$ cat src/rtl/mealy_seq_det.sv
// Parametrised Mealy serial sequence detector with KMP transitions, overlap control,
// input enable, registered match flag and a saturating match counter.
module mealy_seq_det #(
    parameter int unsigned PAT_LEN = 4,
    parameter logic [15:0] PATTERN = 16'b1001,
    parameter bit          OVERLAP = 1'b1,
    parameter int unsigned CNT_W   = 8
) (
    input  logic             clk,
    input  logic             reset,
    input  logic             en,
    input  logic             x,
    input  logic             clr_cnt,
    output logic             z,
    output logic             z_reg,
    output logic [CNT_W-1:0] match_cnt,
    output logic             cnt_sat
);

    localparam int unsigned SW = (PAT_LEN > 1) ? $clog2(PAT_LEN) : 1;

    typedef logic [SW-1:0] state_t;

    // Longest pattern prefix (shorter than the full pattern) that is a suffix of the
    // first s pattern bits followed by b. Bit PAT_LEN-1 of PATTERN arrives first.
    function automatic int unsigned kmp_next(int unsigned s, logic b);
        logic [31:0] hist;
        logic [31:0] pre;
        logic [31:0] mask;
        int unsigned best;
        best = 0;
        hist = ((32'(PATTERN) >> (PAT_LEN - s)) << 1) | 32'(b);
        for (int unsigned k = 1; k <= s + 1; k++) begin
            mask = (32'd1 << k) - 32'd1;
            pre  = 32'(PATTERN) >> (PAT_LEN - k);
            if (k < PAT_LEN && (hist & mask) == (pre & mask)) begin
                best = k;
            end
        end
        return best;
    endfunction

    // Longest proper prefix of the pattern that is also a suffix of it.
    function automatic int unsigned border();
        logic [31:0] mask;
        int unsigned best;
        best = 0;
        for (int unsigned k = 1; k < PAT_LEN; k++) begin
            mask = (32'd1 << k) - 32'd1;
            if (((32'(PATTERN) >> (PAT_LEN - k)) & mask) == (32'(PATTERN) & mask)) begin
                best = k;
            end
        end
        return best;
    endfunction

    localparam state_t LAST_ST  = state_t'(PAT_LEN - 1);
    localparam state_t AFTER_ST = OVERLAP ? state_t'(border()) : '0;
    localparam logic [CNT_W-1:0] CNT_MAX = '1;

    state_t s_q, s_d;
    state_t nxt0 [2**SW];
    state_t nxt1 [2**SW];

    // Tables are padded to a power of two so the state register indexes them exactly.
    for (genvar g = 0; g < 2**SW; g++) begin : g_tbl
        if (g < PAT_LEN) begin : g_used
            assign nxt0[g] = state_t'(kmp_next(g, 1'b0));
            assign nxt1[g] = state_t'(kmp_next(g, 1'b1));
        end else begin : g_pad
            assign nxt0[g] = '0;
            assign nxt1[g] = '0;
        end
    end

    logic [CNT_W-1:0] cnt_d;
    logic             sat_d;

    assign z = ~reset & en & (s_q == LAST_ST) & (x == PATTERN[0]);

    always_comb begin
        s_d = s_q;
        if (en) begin
            if (z) begin
                s_d = AFTER_ST;
            end else if (x) begin
                s_d = nxt1[s_q];
            end else begin
                s_d = nxt0[s_q];
            end
        end
    end

    always_comb begin
        cnt_d = match_cnt;
        sat_d = cnt_sat;
        if (clr_cnt) begin
            cnt_d = '0;
            sat_d = 1'b0;
        end else begin
            if (z && match_cnt != CNT_MAX) begin
                cnt_d = match_cnt + 1'b1;
            end
            sat_d = cnt_sat | (cnt_d == CNT_MAX);
        end
    end

    always_ff @(posedge clk or posedge reset) begin
        if (reset) begin
            s_q       <= '0;
            z_reg     <= 1'b0;
            match_cnt <= '0;
            cnt_sat   <= 1'b0;
        end else begin
            s_q       <= s_d;
            z_reg     <= z;
            match_cnt <= cnt_d;
            cnt_sat   <= sat_d;
        end
    end

endmodule

$ cat config.mk
export PLATFORM = sky130hd
export DESIGN_NAME = mealy_seq_det
export DESIGN_NICKNAME = d
export VERILOG_FILES = /design/src/rtl/mealy_seq_det.sv
export SDC_FILE = /design/constraint.sdc
export NUM_CORES = 1
export LEC_CHECK = 0
export ABC_AREA = 1
export BUFFER_PORTS_ARGS = -buffer_cell sky130_fd_sc_hd__clkbuf_2
export CAP_MARGIN = 5
export CORE_MARGIN = 3
export CORE_UTILIZATION = 47
export DETAILED_ROUTE_END_ITERATION = 6
export PLACE_DENSITY = 0.73
export SYNTH_ARGS = -nofsm -noshare
export SYNTH_HDL_FRONTEND = slang
export SYNTH_SLANG_ARGS = --single-unit
$ cat constraint.sdc
create_clock -name clk -period 1.52 [get_ports clk]
set_clock_uncertainty 0.2 [all_clocks]
set_input_delay 0.152 -clock clk [delete_from_list [all_inputs] [get_ports clk]]
set_output_delay 0.152 -clock clk [all_outputs]
set_load 0.05 [all_outputs]
* Yosys cells after proc, flatten, opt, wreduce, memory -nomap -nowiden *
Index checks and enable logic that the tools add are counted.

storage, ports and cells
  bits in registers = 12
  input bits = 5
  output and inout bits = 11
  word-level logic and storage cells = 28

cells by class
  add/sub/neg operators = 1
  order comparisons = 1
  eq/ne operators = 3
  mux-type cells = 12
  bitwise logic cells = 6
  reductions and logical operators = 1

operator list
  cell                                                           count
  8-bit two-way mux                                              3
  2-bit two-way mux                                              6
  8-bit by 1-bit adder with 8-bit output, second input constant  1
  2-bit binary-select mux with 2-bit select                      2
  8-bit == test, second input constant                           1
  8-bit != test, second input constant                           1
  1-bit AND                                                      3
  3-bit greater-or-equal comparator, second input constant       1
  2-bit inverter with 3-bit output                               1
  2-bit == test, second input constant                           1
  1-bit logical AND                                              1
  1-bit two-way mux                                              1
  1-bit inverter                                                 1
  1-bit OR                                                       1

* Longest topological paths before layout *
Gate-level depths: netlist of run 1.

  depth in word-level cells = 10
  depth in mapped cells = 11

* Least setup slack after synthesis of run 1 *
Ideal clock, no wire load.

  path type = flip-flop to flip-flop
  from = register match_cnt[0]
  to = register cnt_sat
  library setup time = 74 ps
  arrival = 1,791 ps
  path slack = -545 ps
  stages on the path, launching flop included = 12
  period minus slack after synthesis = 2,065 ps
  cells stage by stage = dfrtp_1 > ha_1 > nand2_2 > nor2_4 > nand2_4 > nand2_8 > nand2_2 > nand2_1 > nand2_1 > nor2_2 > nand3_2 > a21oi_2

on the way
  cells in the longest elaborated chain, start to end = 7
  elaborated cells between the ends (all ways) = 8
  classes of those cells = add/sub (1); eq/ne (2); mux (3); bitwise (1); reduce/logical (1)

ends and longest elaborated chain
  item                                                                                            RTL line  text
  start: declaration                                                                              16        output logic [CNT_W-1:0] match_cnt,
  start signal: assignment                                                                        117       match_cnt <= cnt_d;
  parallel branches: the longest is 2 deep, another holds 8-bit by 1-bit adder with 8-bit output  -
  8-bit two-way mux (*)                                                                           101       if (z && match_cnt != CNT_MAX) begin
  8-bit two-way mux (*)                                                                           97        if (clr_cnt) begin
  8-bit == test (*)                                                                               104       sat_d = cnt_sat | (cnt_d == CNT_MAX);
  1-bit OR (*)                                                                                    104
  1-bit two-way mux (*)                                                                           97
  named net sat_d                                                                                 77        logic sat_d;
  end signal: assignment                                                                          118       cnt_sat <= sat_d;
  end: declaration                                                                                17        output logic cnt_sat

Mark *: on every way through the listed nets, which the timed path passes. The select of a mux whose other input is x is not followed.
A chain may end at the register's enable or synchronous reset.

* Worst setup path after layout of run 1 *
  from = register s_q[1]
  to = output port z

on the way
  cells in the longest elaborated chain, start to end = 3

ends and longest elaborated chain
  item                      RTL line  text
  start: declaration        61        state_t s_q, s_d;
  start signal: assignment  110       s_q <= '0;
  start signal: assignment  115       s_q <= s_d;
  2-bit == test             79        assign z = ~reset & en & (s_q == LAST_ST) & (x == PATTERN[0]);
  1-bit AND (2 in series)   79
  end: declaration          14        output logic z,

No other way between the ends.

==> metrics.md, run 1 <==
| Metric | Value |
|---|---|
| Ant diodes | `0` |
| Syn Area/Cell | `approximately 8.0 um^2` |
| Slew HR | `between 80% and 90%` |
| Final std cells w/o fill | `160` |
| Most common cell after layout, fill and taps aside | `nand2_1` |
| Die ar. | `between 2000 and 2500 um^2` |
| NetSw | `around 0.21 mW` |
| Setup Viol. Count Final | `9` |
| Clk_lat worst skew | `approximately 280 ps` |
| Synth warnings | `0` |
| Final period util | `119%` |
| Post-route design area | `roughly 1300 um^2` |
| Worst setup path end | `z` |
| Post-route ant nets | `0` |
| DRC Markers | `0` |
| Root Buffer | `clkbuf_4` |
| Final GP Congestion | `0.824` |
| Sequential cell area fraction in the yosys report | `between 30% and 40%` |
| Clock transition at path regs | `80 ps` |
| Pwr dens | `556 nW/um^2` |
| Setup Buffers After CTS | `0` |
| Std cell rows | `14` |
| Hold Path Class | `input port to flop` |
| Number of hold violations in the final report | `0` |
| DIE HEIGHT | `~48 um` |
| Reg power frac | `approximately half` |
| Synth cell types | `24` |
| Clock share of power | `31.3%` |
| Final nets | `153` |
| PortBufs | `15` |
| Post-route setup slack | `-289 ps` |
| Post-DP HPWL | `between 1 and 1.5 mm` |
| Ratio of cells with drive above 1 in the final layout | `~65%` |
| Pin count of the biggest net entering global routing | `13` |
| Total number of vias | `roughly 840` |
| Minimum clock period | `~1800 ps` |
| Iter 0 DRT Violations | `17` |
| Reg-to-Reg End | `cnt_sat` |
| Synthesized instance count | `slightly above 100` |
| FILL cells | `92` |
| CP endpoint kind | `output port` |
| Crit Path Max Fanout | `8` |
| CTS Buffer Depth | `2` |
| Outcome | `complete, but fails checks` |
| WL/cell | `15.8 um` |
| Syn Std Cell Area | `812 um^2` |
| Vias/cell | `5.24` |
| Req. time, crit path | `1170 ps` |
| WP data arrival | `1460 ps` |
| Crit path from | `s_q[1]` |
| Kind of critical path | `flop to output port` |
| Yosys reg bits | `12` |
| Slew @ Worst Pin | `around 280 ps` |
| Combinational fraction of design power | `roughly a fifth` |
| Max IR drop VDD | `0.587 mV` |
| Top flop regs | `match_cnt (8), s_q (2)` |
| Post-Syn Nets | `roughly 110` |
| Reg-to-Reg Start | `match_cnt[0]` |
| Final wirelength | `roughly 2.5 mm` |
| Core Util, Final | `about four fifths` |
| Drt first pass iters | `4` |
| Die Span X | `approximately 48 um` |
| Peak Freq | `0.553 GHz` |
| Register with the most flip-flops | `match_cnt` |
| Total negative slack | `-1220 ps` |
| Int Power | `0.497 mW` |
| Sink Count | `12` |
| Power, Total | `between 0.7 and 0.8 mW` |
| Reg2reg setup slack | `-280 ps` |
| Overflow after GRT | `0` |
| Most frequent cells in the layout | `nand2_1, buf_4, clkbuf_2, nand2_2, inv_1` |
| Area of the core | `about 1600 um^2` |
| CTS tree | `built` |
| Initial antenna violation count | `0` |
| Failing checks | `negative setup slack` |
| Leakage power | `0.655 nW` |
| Starting Density | `52.1%` |
| Final count of pins violating max slew | `0` |
| Htree depth | `1` |
| First-pass GRT wire length | `between 3 and 4 mm` |
| Inst Count DP | `between 150 and 200` |
| Vias in the first global route | `slightly below 800` |
| CP startpoint kind | `flop` |
| TritonCTS Buffers | `3` |
| Max FFs per register | `8` |
| Area grow syn2layout | `57.3%` |
| FF-to-FF path depth | `11` |
| Io pins | `16` |
| RSZ-0062 raised after global routing | `yes` |
| Net Sw Frac | `30.0%` |
| Overall routing resource usage | `~23%` |
| Number of max-cap violations | `0` |
| Area after DPL | `1100 um^2` |
## metal layers
layer  GRT usage (%)  vias to the layer above  part of all wire, %
li1                -                      403                    -
met1            28.7                      406                   42
met2            37.7                       23                   50
met3            2.63                        7                  5.1
met4            10.8                        0                  2.6
met5               0                        -                    0
## critical path, cell delays in order (launching register included)
cell	delay, ps
dfrtp_1	390
ha_2	210
nand2_4	70
nor2_8	230
buf_6	140
buf_12	120
## stage by stage
step           setup slack, ps  hold WS, ps
6_report                  -289         84.9
5_1_grt                   -366          104
4_1_cts                   -204         47.9
3_5_place_dp              -205        -33.1
3_3_place_gp              -166        -44.1
2_1_floorplan             -302         -241
## synth_stat cells
| cell type | instances | area, um^2 |
|---|---|---|
| buf_1 | 1 | 3.75 |
| clkinv_2 | 1 | 5.00 |
| nand4_1 | 3 | 18.8 |
| nor2_4 | 1 | 11.3 |
| xor2_1 | 1 | 8.76 |
| nand2_2 | 9 | 56.3 |
| a21oi_2 | 1 | 8.76 |
| inv_1 | 9 | 33.8 |
| ha_1 | 3 | 37.5 |
| nor2_1 | 9 | 33.8 |
| inv_2 | 4 | 15.0 |
| nand3_2 | 2 | 20.0 |
| a21oi_1 | 3 | 15.0 |
| nor3_1 | 1 | 5.00 |
| nand2_1 | 23 | 86.3 |
| nand2_4 | 1 | 11.3 |
| nor2_8 | 2 | 40.0 |
| dfrtp_1 | 12 | 300 |
| o21ai_0 | 2 | 10.0 |
| nand3_1 | 7 | 35.0 |
| nor2_2 | 3 | 18.8 |
| nand2_8 | 1 | 20.0 |
| inv_4 | 1 | 6.26 |
| mux2_2 | 1 | 11.3 |
## final cells by class
cell class	count	area, um^2	area share (%)
flip-flops and latches	12	308	24.1
clock buffers	4	26.3	2.06
repair buffers	40	310	24.3
multi-input cells	73	548	42.9
well taps	16	20.0	1.57
inverters	15	65.1	5.09
## worst min-delay path by stage
stage	from	cells after the start	slack (ps)	end
5_1_grt	x	3	100	s_q[1]
3_3_place_gp	reset	3	-40	s_q[1]
3_5_place_dp	reset	3	-30	s_q[1]
6_report	x	3	80	s_q[1]
4_1_cts	x	3	50	s_q[1]
2_1_floorplan	reset	1	-240	cnt_sat
## cells by family after synthesis
group                    count (synthesis)  share of synthesized area [%]
AO/OA/AOI/OAI                            6                           4.16
multiplexers                             1                           1.39
flip-flops                              12                           37.0
adder cells (fa/ha/maj)                  3                           4.62
AND/OR/NAND/NOR                         62                           43.9
XOR/XNOR                                 1                           1.08
buffers and inverters                   16                           7.86
## repair_timing
action / in CTS / in global routing
hold buffers: 4 / 0
pin swaps: 9 / 7
endpoints found under the hold margin: 23 / 0
setup endpoints to repair: 8 / 9
resized for setup: 17 / 14
## power by group through the flow
stage          clock [mW]  combinational, mW  sequential (mW)
6_report            0.223              0.144            0.344
5_1_grt             0.237              0.155            0.345
3_5_place_dp            0              0.114            0.347
2_1_floorplan           0             0.0545            0.358
4_1_cts             0.219              0.132            0.341
3_3_place_gp            0              0.110            0.346
No activity file was read; power rests on OpenSTA's default activity.
==> run 2: changes to the inputs <==
--- a/config.mk
+++ b/config.mk
@@ -7,11 +7,12 @@
 export LEC_CHECK = 0
 export ABC_AREA = 1
 export BUFFER_PORTS_ARGS = -buffer_cell sky130_fd_sc_hd__clkbuf_2
-export CAP_MARGIN = 5
+export CAP_MARGIN = 20
 export CORE_MARGIN = 3
 export CORE_UTILIZATION = 47
 export DETAILED_ROUTE_END_ITERATION = 6
 export PLACE_DENSITY = 0.73
+export RECOVER_POWER = 25
 export SYNTH_ARGS = -nofsm -noshare
 export SYNTH_HDL_FRONTEND = slang
 export SYNTH_SLANG_ARGS = --single-unit
==> run 2 against run 1 <==
  * The run still ends with negative setup slack left
  * Cell count unchanged
  * Flip-flop and latch count did not move
  * Final area decreased by 0.29%
  * Sequential power hardly changed
  * Die area did not move
  * Routed wire length is 0.44% higher
==> metrics.md, run 2 (same netlist as run 1, synthesis figures left out) <==
| Metric | Value |
|---|---|
| Ant diodes | `0 (unchanged)` |
| Most common cell after layout, fill and taps aside | `nand2_1 (unchanged)` |
| Reg-to-Reg End | `cnt_sat (unchanged)` |
| Clk_lat worst skew | `280 ps (about the same)` |
| Clock transition at path regs | `80 ps (about the same)` |
| Inst Count DP | `152 (unchanged)` |
| Number of hold violations in the final report | `0 (unchanged)` |
| Setup Viol. Count Final | `9 (unchanged)` |
| Initial antenna violation count | `0 (unchanged)` |
| Final period util | `120% (was 119%)` |
| DIE HEIGHT | `47.6 um (unchanged)` |
| Drt first pass iters | `4 (unchanged)` |
| CTS Buffer Depth | `2 (unchanged)` |
| Crit Path Max Fanout | `8 (unchanged)` |
| Final count of pins violating max slew | `0 (unchanged)` |
| Overflow after GRT | `0 (unchanged)` |
| Core Util, Final | `81.7% (was 81.9%)` |
| Worst Hold Launch | `x (unchanged)` |
| Vias/cell | `5.33 (was 5.24)` |
| Top flop regs | `match_cnt (8), s_q (2) (unchanged)` |
| Final wirelength | `2.53 mm (was 2.52 mm)` |
| Total number of vias | `852 (was 839)` |
| Hold Path Class | `input port to flop (unchanged)` |
| Leakage power | `0.653 nW (was 0.655 nW)` |
| Hold Path Depth | `3 (unchanged)` |
| PortBufs | `15 (unchanged)` |
| Area after DPL | `1100 um^2 (unchanged)` |
| Clock share of power | `31.4% (was 31.3%)` |
| Io pins | `16 (unchanged)` |
| RSZ-0062 raised after global routing | `yes (unchanged)` |
| Req. time, crit path | `1170 ps (about the same)` |
| Reg power frac | `48.5% (was 48.4%)` |
| Most frequent cells in the layout | `nand2_1, clkbuf_2, buf_4, nand2_2, inv_1 (was nand2_1, buf_4, clkbuf_2, nand2_2, inv_1)` |
| Combinational fraction of design power | `20.1% (was 20.2%)` |
| WHS Endpoint | `s_q[1] (unchanged)` |
| CTS tree | `built (unchanged)` |
| Slew @ Worst Pin | `661 ps (was 284 ps)` |
| First-pass GRT wire length | `3.46 mm (unchanged)` |
| DRC Markers | `0 (unchanged)` |
| Outcome | `complete, but fails checks (unchanged)` |
| Area grow syn2layout | `56.9% (was 57.3%)` |
| Peak Freq | `0.550 GHz (was 0.553 GHz)` |
| Number of max-cap violations | `0 (unchanged)` |
| FF-to-FF path depth | `9 (was 11)` |
| TritonCTS Buffers | `3 (unchanged)` |
| Max FFs per register | `8 (unchanged)` |
| CP startpoint kind | `flop (unchanged)` |
| Setup Buffers After CTS | `0 (unchanged)` |
| Final GP Congestion | `0.824 (unchanged)` |
| Register with the most flip-flops | `match_cnt (unchanged)` |
| Pin count of the biggest net entering global routing | `13 (unchanged)` |
| Vias in the first global route | `785 (unchanged)` |
| Post-route design area | `1270 um^2 (was 1280 um^2)` |
| Area of the core | `1560 um^2 (unchanged)` |
| Reg2reg setup slack | `-280 ps (about the same)` |
| Post-route setup slack | `-299 ps (was -289 ps)` |
| Final nets | `153 (unchanged)` |
| CP endpoint kind | `output port (unchanged)` |
| Worst hold margin | `85.2 ps (was 84.9 ps)` |
| Int Power | `0.496 mW (was 0.497 mW)` |
| Std cell rows | `14 (unchanged)` |
| WL/cell | `15.8 um (about the same)` |
| Iter 0 DRT Violations | `15 (was 17)` |
| Net Sw Frac | `30.2% (was 30.0%)` |
| Failing checks | `negative setup slack (unchanged)` |
| Final std cells w/o fill | `160 (unchanged)` |
| Pwr dens | `557 nW/um^2 (was 556 nW/um^2)` |
| Starting Density | `52.1% (unchanged)` |
| Die Span X | `47.6 um (unchanged)` |
| Post-DP HPWL | `1.49 mm (unchanged)` |
| Kind of critical path | `flop to output port (unchanged)` |
| WP data arrival | `1470 ps (was 1460 ps)` |
| Max IR drop VDD | `0.587 mV (about the same)` |
| Minimum clock period | `1820 ps (was 1810 ps)` |
| Overall routing resource usage | `22.5% (unchanged)` |
| Ratio of cells with drive above 1 in the final layout | `63.2% (was 64.6%)` |
| Reg-to-Reg Start | `s_q[1] (was match_cnt[0])` |
| NetSw | `0.214 mW (was 0.213 mW)` |
| Post-route ant nets | `0 (unchanged)` |
| Slew HR | `56.0% (was 81.2%)` |
| Root Buffer | `clkbuf_4 (unchanged)` |
| Htree depth | `1 (unchanged)` |
| Power, Total | `0.710 mW (about the same)` |
| Sink Count | `12 (unchanged)` |
| Die ar. | `2260 um^2 (unchanged)` |
[run 2: what timing repair did]
action,in CTS,in global routing
endpoints found under the hold margin,23,0
hold buffers,4,0
pin swaps,9,7
endpoints found under the setup margin,8,9
gates resized for setup,17,14
[run 2: stage by stage]
step / setup WS [ps] / TNS (ps)
after global routing: -366 / -1920
after CTS: -204 / -560
after floorplan: -302 / -809
after global placement: -166 / -217
final: -299 / -1310
after detailed placement: -205 / -405
[run 2: critical path, cell delays in order (launching register included)]
cell and delay [ps]:
dfrtp_1 400, ha_2 210, nand2_4 70, nor2_8 230, buf_6 140, buf_12 120
[run 2: layout make-up]
cell class | count | area (um^2)
clock buffer | 4 | 26.3
fill | 94 | 285
inverter | 15 | 65.1
multi-input combinational | 73 | 548
sequential | 12 | 308
tap | 16 | 20.0
timing repair buffer | 40 | 307
[run 2: how the worst max path moves through the flow]
stage	cells past startpoint	end	from	slack (ps)
floorplan	11	cnt_sat	match_cnt[0]	-300
global route	9	cnt_sat	s_q[1]	-370
global placement	9	cnt_sat	s_q[0]	-170
detailed placement	9	cnt_sat	s_q[1]	-200
finish	5	z	s_q[1]	-300
CTS	5	z	s_q[0]	-200
[run 2: power by group through the flow]
stage                     Combinational, mW  Clock [mW]  Sequential (mW)
after detailed placement              0.114           0            0.347
after global routing                  0.153       0.237            0.345
final                                 0.143       0.223            0.344
after floorplan                      0.0545           0            0.358
after CTS                             0.132       0.219            0.341
after global placement                0.110           0            0.346
[run 2: routing by layer]
layer | track usage, % | share of wire, % | up-vias
li1 | - | - | 400
met1 | 28.7 | 44 | 413
met2 | 37.7 | 49 | 30
met3 | 2.63 | 4.4 | 9
met4 | 10.8 | 2.9 | 0
met5 | 0 | 0 | -
==> run 3: changes to the inputs <==
==> constraint.sdc (replaced) <==
create_clock -name clk -period 1.5 [get_ports clk]
set_clock_uncertainty 0.2 [all_clocks]
set_input_delay 0.15 -clock clk [delete_from_list [all_inputs] [get_ports clk]]
set_output_delay 0.15 -clock clk [all_outputs]
set_load 0.05 [all_outputs]
==> run 3 against run 2 <==
  * The run still ends with negative setup slack left
  * Global-route usage rose by 2.2 points
  * Die area did not move
  * First-iteration DRC count rose by 67%
  * Via count fell by 1.5%
  * Combinational power rose by 23%
  * Routed wire length fell by 9.0%
  * Critical path type unchanged
  * Critical endpoint unchanged
  * Highest routed layer unchanged
==> metrics.md, run 3 (same netlist as run 1, synthesis figures left out) <==
| Metric | Value |
|---|---|
| DRC Markers | `0 (unchanged)` |
| Final nets | `156 (was 153)` |
| Slowest stage delay, CP | `390 ps (was 400 ps)` |
| Initial antenna violation count | `0 (unchanged)` |
| CTS Buffer Depth | `2 (unchanged)` |
| Clk_lat worst skew | `280 ps (about the same)` |
| Area grow syn2layout | `57.5% (was 56.9%)` |
| Number of max-cap violations | `0 (unchanged)` |
| Top flop regs | `match_cnt (8), s_q (2) (unchanged)` |
| DIE HEIGHT | `47.6 um (unchanged)` |
| CP endpoint kind | `output port (unchanged)` |
| Vias in the first global route | `824 (was 785)` |
| Leakage power | `0.671 nW (was 0.653 nW)` |
| Most common cell after layout, fill and taps aside | `nand2_1 (unchanged)` |
| TritonCTS Buffers | `3 (unchanged)` |
| WP buf/inv | `2 (unchanged)` |
| Hold Path Class | `input port to flop (unchanged)` |
| Register with the most flip-flops | `match_cnt (unchanged)` |
| Overall routing resource usage | `24.7% (was 22.5%)` |
| Die ar. | `2260 um^2 (unchanged)` |
| Iter 0 DRT Violations | `25 (was 15)` |
| Combinational fraction of design power | `23.6% (was 20.1%)` |
| Io pins | `16 (unchanged)` |
| Peak Freq | `0.573 GHz` |
| Total number of vias | `839 (was 852)` |
| Number of hold violations in the final report | `0 (unchanged)` |
| Slew HR | `53.0% (was 56.0%)` |
| Area of the multi-input gates | `531 um^2 (was 548 um^2)` |
| Sink Count | `12 (unchanged)` |
| Power, Total | `0.746 mW (was 0.710 mW)` |
| Int Power | `0.527 mW (was 0.496 mW)` |
| WL/cell | `14.1 um (was 15.8 um)` |
| Crit Path Max Fanout | `8 (unchanged)` |
| Setup Viol. Count Final | `9 (unchanged)` |
| Overflow after GRT | `0 (unchanged)` |
| NetSw | `0.219 mW (was 0.214 mW)` |
| Max FFs per register | `8 (unchanged)` |
| Post-route setup slack | `-244 ps (was -299 ps)` |
| Minimum clock period | `1740 ps` |
| WP data arrival | `1390 ps (was 1470 ps)` |
| Reg power frac | `46.5% (was 48.5%)` |
| Most frequent cells in the layout | `nand2_1, buf_4, clkbuf_2, nand2_2, inv_1 (was nand2_1, clkbuf_2, buf_4, nand2_2, inv_1)` |
| Final wirelength | `2.31 mm (was 2.53 mm)` |
| Failing checks | `negative setup slack (unchanged)` |
| Final period util | `116%` |
| FILL cells | `89 (was 94)` |
| Post-route ant nets | `0 (unchanged)` |
| Req. time, crit path | `1150 ps (was 1170 ps)` |
| Drt first pass iters | `4 (unchanged)` |
| Ratio of cells with drive above 1 in the final layout | `59.9% (was 63.2%)` |
| Root Buffer | `clkbuf_4 (unchanged)` |
| Clock share of power | `29.9% (was 31.4%)` |
| PortBufs | `15 (unchanged)` |
| Slew @ Worst Pin | `704 ps (was 661 ps)` |
| Worst hold margin | `96.0 ps (was 85.2 ps)` |
| Final count of pins violating max slew | `0 (unchanged)` |
| Htree depth | `1 (unchanged)` |
| Vias/cell | `5.15 (was 5.33)` |
| Total negative slack | `-1060 ps (was -1310 ps)` |
| Kind of critical path | `flop to output port (unchanged)` |
| Reg area | `309 um^2 (was 308 um^2)` |
| Std cell rows | `14 (unchanged)` |
| Net Sw Frac | `29.3% (was 30.2%)` |
| Final GP Congestion | `0.816 (was 0.824)` |
| Final std cells w/o fill | `163 (was 160)` |
| Inst Count DP | `152 (unchanged)` |
| CP Cell Sequence | `ha_2 -> nand2_4 -> nor2_8 -> buf_6 -> buf_12 (unchanged)` |
| Area of the core | `1560 um^2 (unchanged)` |
| CTS tree | `built (unchanged)` |
| Pin count of the biggest net entering global routing | `13 (unchanged)` |
| Clock transition at path regs | `80 ps (about the same)` |
| Max IR drop VDD | `0.630 mV (was 0.587 mV)` |
| RSZ-0062 raised after global routing | `yes (unchanged)` |
| Pwr dens | `583 nW/um^2 (was 557 nW/um^2)` |
| Core Util, Final | `82.0% (was 81.7%)` |
| Outcome | `complete, but fails checks (unchanged)` |
| Starting Density | `52.1% (unchanged)` |
| Ant diodes | `0 (unchanged)` |
| First-pass GRT wire length | `3.73 mm (was 3.46 mm)` |
| Die Span X | `47.6 um (unchanged)` |
| Top delay family on crit path | `flip-flops (unchanged)` |
| Post-DP HPWL | `1.50 mm (was 1.49 mm)` |
| CP max stage cell | `dfrtp_1 (unchanged)` |
| CP startpoint kind | `flop (unchanged)` |
-- run 3: changes by cell type in the layout (fill, tap and decap cells not counted), moves of 2 or more --
cell / before / now
nand3_1: 2 / 5
nand3_2: 7 / 4
buf_4: 14 / 16
nand2_1: 16 / 18
nand2_2: 13 / 11
nor2_1: 5 / 7
-- run 3: path summary, 6_finish.rpt --
kind / endpoint / depth (start not counted) / slack, ps / start
setup / recovery: z / 5 / -240 / s_q[1]
hold / removal: s_q[1] / 3 / 100 / x
setup reg to reg: cnt_sat / 11 / -230 / match_cnt[1]
hold reg to reg: cnt_sat / 2 / 350 / cnt_sat
max in group asynchronous: match_cnt[6] / 4 / 220 / reset
min in group asynchronous: s_q[1] / 4 / 390 / reset
-- run 3: routing by layer --
layer	routed length [um]	up-vias	track usage [%]	share of wire (%)
li1	-	406	-	-
met1	999	394	31.8	43
met2	1150	32	39.0	50
met3	101	7	3.76	4.4
met4	57	0	14.5	2.5
met5	0	-	0	0
-- run 3: tightest hold or removal path, delay by kind of cell --
kind / cells / cell delay (ps)
muxes: 1 / 150
and+or+nand+nor: 1 / 130
buffers and inverters: 1 / 120
-- run 3: stage by stage --
step	setup WS [ps]	instance area (um^2)
3_5_place_dp	-246	1100
2_1_floorplan	-322	838
3_3_place_gp	-174	1100
5_1_grt	-306	1280
4_1_cts	-217	1240
6_report	-244	1280
-- run 3: area by class of cell --
cell class | instances | area share (%)
well taps | 16 | 1.57
clock buffers | 4 | 2.05
flip-flops and latches | 12 | 24.2
inverters | 15 | 4.70
multi-input cells | 73 | 41.5
repair buffers | 43 | 26.0
-- run 3: timing repair --
| action | in CTS | in global routing |
|---|---|---|
| endpoints found under the hold margin | 18 | 0 |
| hold buffers | 4 | 0 |
| setup buffers | 2 | 1 |
| gates resized for setup | 14 | 9 |
| pin swaps | 6 | 11 |
| setup endpoints to repair | 8 | 10 |
-- run 3: power groups by stage --
stage / sequential (mW) / clock [mW] / combinational (mW)
after floorplan: 0.363 / 0 / 0.0549
after global placement: 0.351 / 0 / 0.112
after detailed placement: 0.352 / 0 / 0.117
after CTS: 0.345 / 0.219 / 0.159
after global routing: 0.349 / 0.243 / 0.188
final: 0.347 / 0.223 / 0.176
